[src/rtl/time_tx_scheduler.sv]
// Round-robin scheduler that formats stopwatch/clock BCD snapshots into 12-char text frames for a UART TX FIFO.
// Latency: request to first push is 2 cycles; one push per cycle. Backpressure: fifo_full stalls pushes and holds the index.
module time_tx_scheduler #(
    parameter int DATA_WIDTH = 8,
    parameter int FRAME_LEN  = 12
) (
    input  logic                  clk,
    input  logic                  rst,
    input  logic                  req_sw,
    input  logic                  req_cl,
    input  logic [23:0]           sw_time,
    input  logic [23:0]           cl_time,
    input  logic                  fifo_full,
    output logic                  tx_push,
    output logic [DATA_WIDTH-1:0] tx_data,
    output logic                  busy,
    output logic                  done,
    output logic                  grant_src
);

    typedef enum logic [1:0] {ST_IDLE, ST_SEND, ST_DONE} state_t;

    localparam logic [3:0] LAST_IDX = 4'(FRAME_LEN - 1);

    state_t      state, state_nxt;
    logic        pend_sw, pend_cl;
    logic        last_cl;
    logic [23:0] snap;
    logic [3:0]  idx;
    logic        start;
    logic        pick_cl;
    logic [7:0]  ch;

    function automatic logic [7:0] digit(input logic [3:0] d);
        return (d < 4'd10) ? (8'h30 + {4'h0, d}) : 8'h3F;
    endfunction

    always_ff @(posedge clk or negedge rst) begin
        if (!rst) state <= ST_IDLE;
        else      state <= state_nxt;
    end

    always_comb begin
        state_nxt = state;
        case (state)
            ST_IDLE: if (pend_sw || pend_cl) state_nxt = ST_SEND;
            ST_SEND: if (tx_push && idx == LAST_IDX) state_nxt = ST_DONE;
            ST_DONE: state_nxt = ST_IDLE;
            default: state_nxt = ST_IDLE;
        endcase
    end

    always_comb begin
        tx_push = (state == ST_SEND) && !fifo_full;
        busy    = (state != ST_IDLE);
        done    = (state == ST_DONE);
    end

    // On a tie the source that was not granted last wins.
    assign start   = (state == ST_IDLE) && (pend_sw || pend_cl);
    assign pick_cl = pend_cl && (!pend_sw || !last_cl);

    always_ff @(posedge clk or negedge rst) begin
        if (!rst) begin
            pend_sw   <= 1'b0;
            pend_cl   <= 1'b0;
            last_cl   <= 1'b1;
            grant_src <= 1'b0;
            snap      <= '0;
            idx       <= '0;
        end else begin
            // A request on the granting edge re-arms the flag it clears.
            pend_sw <= req_sw || (pend_sw && !(start && !pick_cl));
            pend_cl <= req_cl || (pend_cl && !(start && pick_cl));
            if (start) begin
                snap      <= pick_cl ? cl_time : sw_time;
                idx       <= '0;
                grant_src <= pick_cl;
                last_cl   <= pick_cl;
            end else if (tx_push) begin
                idx <= idx + 4'd1;
            end
        end
    end

    always_comb begin
        ch = 8'h00;
        case (idx)
            4'd0:    ch = grant_src ? 8'h43 : 8'h53;
            4'd1:    ch = grant_src ? 8'h4C : 8'h57;
            4'd2:    ch = 8'h20;
            4'd3:    ch = digit(snap[23:20]);
            4'd4:    ch = digit(snap[19:16]);
            4'd5:    ch = 8'h3A;
            4'd6:    ch = digit(snap[15:12]);
            4'd7:    ch = digit(snap[11:8]);
            4'd8:    ch = 8'h3A;
            4'd9:    ch = digit(snap[7:4]);
            4'd10:   ch = digit(snap[3:0]);
            4'd11:   ch = 8'h0A;
            default: ch = 8'h00;
        endcase
    end

    assign tx_data = (state == ST_SEND) ? DATA_WIDTH'(ch) : '0;

endmodule

[config.mk]
export PLATFORM = sky130hd
export DESIGN_NAME = time_tx_scheduler
export DESIGN_NICKNAME = d
export VERILOG_FILES = /design/src/rtl/time_tx_scheduler.sv
export SDC_FILE = /design/constraint.sdc
export NUM_CORES = 1
export LEC_CHECK = 0
export CAP_MARGIN = 5
export CORE_MARGIN = 5
export CORE_UTILIZATION = 33
export DETAILED_ROUTE_END_ITERATION = 7
export PLACE_DENSITY = 0.59
export SETUP_SLACK_MARGIN = 0.05
export SLEW_MARGIN = 20
export SYNTH_ARGS = -nofsm -noshare
export SYNTH_HDL_FRONTEND = slang
export SYNTH_SLANG_ARGS = --single-unit
[constraint.sdc]
create_clock -name clk -period 5.1 [get_ports clk]
set_clock_uncertainty 0.1 [all_clocks]
set_input_delay 1.02 -clock clk [delete_from_list [all_inputs] [get_ports clk]]
set_output_delay 1.02 -clock clk [all_outputs]
set_load 0.02 [all_outputs]
==> results.toml <==
[logic_synthesis]
synth_xor_area_share_pct = 1.311
synth-seq-cells = 34
yosys.area.top_type = "dfrtp_1"
ys_async_sr_fraction_pct = 100.0
netlist_top_cells_area = "dfrtp_1, a222oi_1, inv_1, a21oi_1, buf_6"
ys.flop_type = "dfrtp_1"
yosysTopAreaCellShare_pct = 41.20
synth_seq_area_share_pct = 42.51
ys_types = 45
synth_top_family_by_area = "compound AO/OA/AOI/OAI gates"
netlist_instances = 213
synth_area_mm2 = 0.002004
synth_edf_count = 0
synth.net_count = 270
synth_compound_area_share_pct = 32.46
muxShareOfSynthArea_pct = 0
synthAdderAreaFrac_pct = 2.497
synth-simple-area-share_pct = 9.863
yosysWarnings = 0
avgSynthCellArea_um2 = 9.410

[floorplan]
core_mm2 = 0.005921
initial_core_util_pct = 33.85
ios = 65
die_y_um = 87.94
die_x_um = 87.94
die_area_mm2 = 0.007733
rows = 28

[route]
viasPerCell = 5.434
via_count = 1891
drtPass1Iterations = 6
wl_per_cell_um = 16.43
ant_nets = 0
wirelength_mm = 5.717
dr.first_iter.drc_count = 180
drc = 0

[setup_path]
cp.arrival_ps = 2640
worst-setup-path-type = "flop to output pin"
path_cells = "inv_1, ha_1, or2_2, a21o_1, a221oi_1, nor3_1, clkdlybuf4s50_1"
endpoint_kind = "output pin"
cpMaxStageDelayCell = "clkdlybuf4s50_1"
slowest_delay_ps = 550
worst_ep_required_time_ps = 3980
crit_fanout = 11
worstSetupStartpointType = "flop"

[power]
power.leakage_nw = 1.291
power_density_mw_per_mm2 = 577.7
power.total_mw = 1.589
vdd_drop_max_mv = 0.2165

[cts]
postCtsSetupBuffers = 0
cts_tree = "done"
cts_buffer_depth = 2
htree_levels = 2
clk_pin_slew_worst_paths_ps = 70
cts-root-buf = "clkbuf_8"
cts-buffers-inserted = 5
cts_resized = 0
worstSkewPairLatency_ps = 280
postCtsHoldBufs = 0
cts_sinks = 34

[global_route]
grt_pass1_wl_mm = 8.942
grt.overflow.total = 0
top_usage_layer = "met2"
grtUsageMet3_pct = 2.822
antenna_found_initial = 0
grt_use_met1_pct = 20.96
first_global_vias = 1773
grt_use_met2_pct = 23.01
grt_max_degree = 35
grt_use_total_pct = 15.01

[timing]
finalSetupTns_ps = 0
rsz0062_at_grt = "no"
max_freq_mhz = 266.1
fin_crit_sh_pct = 73.68
setup_violations = 0
hold_viol = 0
report.final.slew_viol_count = 0
min_period_ps = 3758
tightest_slew_ps = 957.5
relSlewSlack_pct = 36.17

[worst_hold_path]
worstHoldPathType = "flop to flop"

[cells_and_area]
fillers = 582
diodes = 0
final_cells = 348
area_delta_synth_final_pct = 37.20
finalCoreUtilization_pct = 46.45
fin_nets = 329
drive_above_1_share_pct = 5.861
layout_commonest_cell = "clkdlybuf4s50_1"
layout_common_cells = "clkdlybuf4s50_1, inv_1, dfrtp_1"

[status]
status = "complete, no violations"

[placement]
dp_hpwl_mm = 4.184
port_buffers = 63
placed_cells = 340
gp_congestion = 0.8737

[job]
max_cap_viol_count = 0
==> synthesized netlist by cell type (3+ instances only) <==
master,instances
buf_6,5
o21ai_0,11
o21bai_1,3
nor3_1,5
inv_1,34
nor2b_1,4
ha_1,4
o21a_1,6
dfrtp_1,33
a21oi_1,12
a222oi_1,25
nor2_1,11
clkbuf_1,4
a21o_1,7
nand2_1,12
==> sequential cells by signal (all words and copies together), names as in the netlist <==
register / flops
pend_sw: 1
last_cl: 1
pend_cl: 1
snap: 24
idx: 4
state: 2
grant_src: 1
==> critical path, delay by kind of cell, from the launching register on <==
family	cells	cell delay, ps
AOI/OAI and AO/OA	2	480
adders and majority gates	1	340
buffers and inverters	2	640
DFF	1	430
and+or+nand+nor	2	460
==> cell type report <==
type	instances	area [um^2]	share of cell area, %
multi-input cells	131	935.9	34.03
flip-flops and latches	34	852.1	30.98
repair buffers	65	645.6	23.48
inverters	35	131.4	4.777
well taps	75	93.84	3.412
clock buffers	7	86.33	3.139
clock inverters	1	5.005	0.1820
==> cell families (layout without fill, tap and decap cells) <==
group	count (synthesis)	in the layout
AOI/OAI and AO/OA	82	82
buffers and inverters	48	108
and+or+nand+nor	41	41
DFF	34	34
adders and majority gates	4	4
xor gates and xnor gates	3	3
other	1	1
==> power by group <==
group          leakage, nW  internal [mW]  total [mW]  switching (mW)
logic                0.828          0.400       0.850           0.450
clock network       0.0482          0.109       0.206          0.0974
registers            0.415          0.389       0.533           0.143
==> routing by layer <==
layer	vias up	share of wire, %
met4	0	2.2
met3	12	6.1
li1	911	-
met5	-	0
met2	59	47
met1	909	45
==> through the flow <==
stage	instance area, um^2	worst slack [ps]	hold slack (ps)
finish	2750	1342	393.6
detailed placement	2651	1421	387.3
CTS	2743	1338	402.0
global placement	2651	1417	374.9
floorplan	2004	2321	353.9
global route	2750	1177	433.5
==> final timing paths <==
kind / from / endpoint / slack [ps] / depth (start not counted)
worst min register to register: snap[20] / snap[20] / 390 / 2
max in group asynchronous: rst / last_cl / 3520 / 2
worst min-delay path: snap[20] / snap[20] / 390 / 2
worst max-delay path: idx[0] / tx_data[3] / 1340 / 7
min in group asynchronous: rst / snap[12] / 1050 / 2
worst max register to register: state[1] / pend_cl / 2960 / 4
No activity file was read; power rests on OpenSTA's default activity.
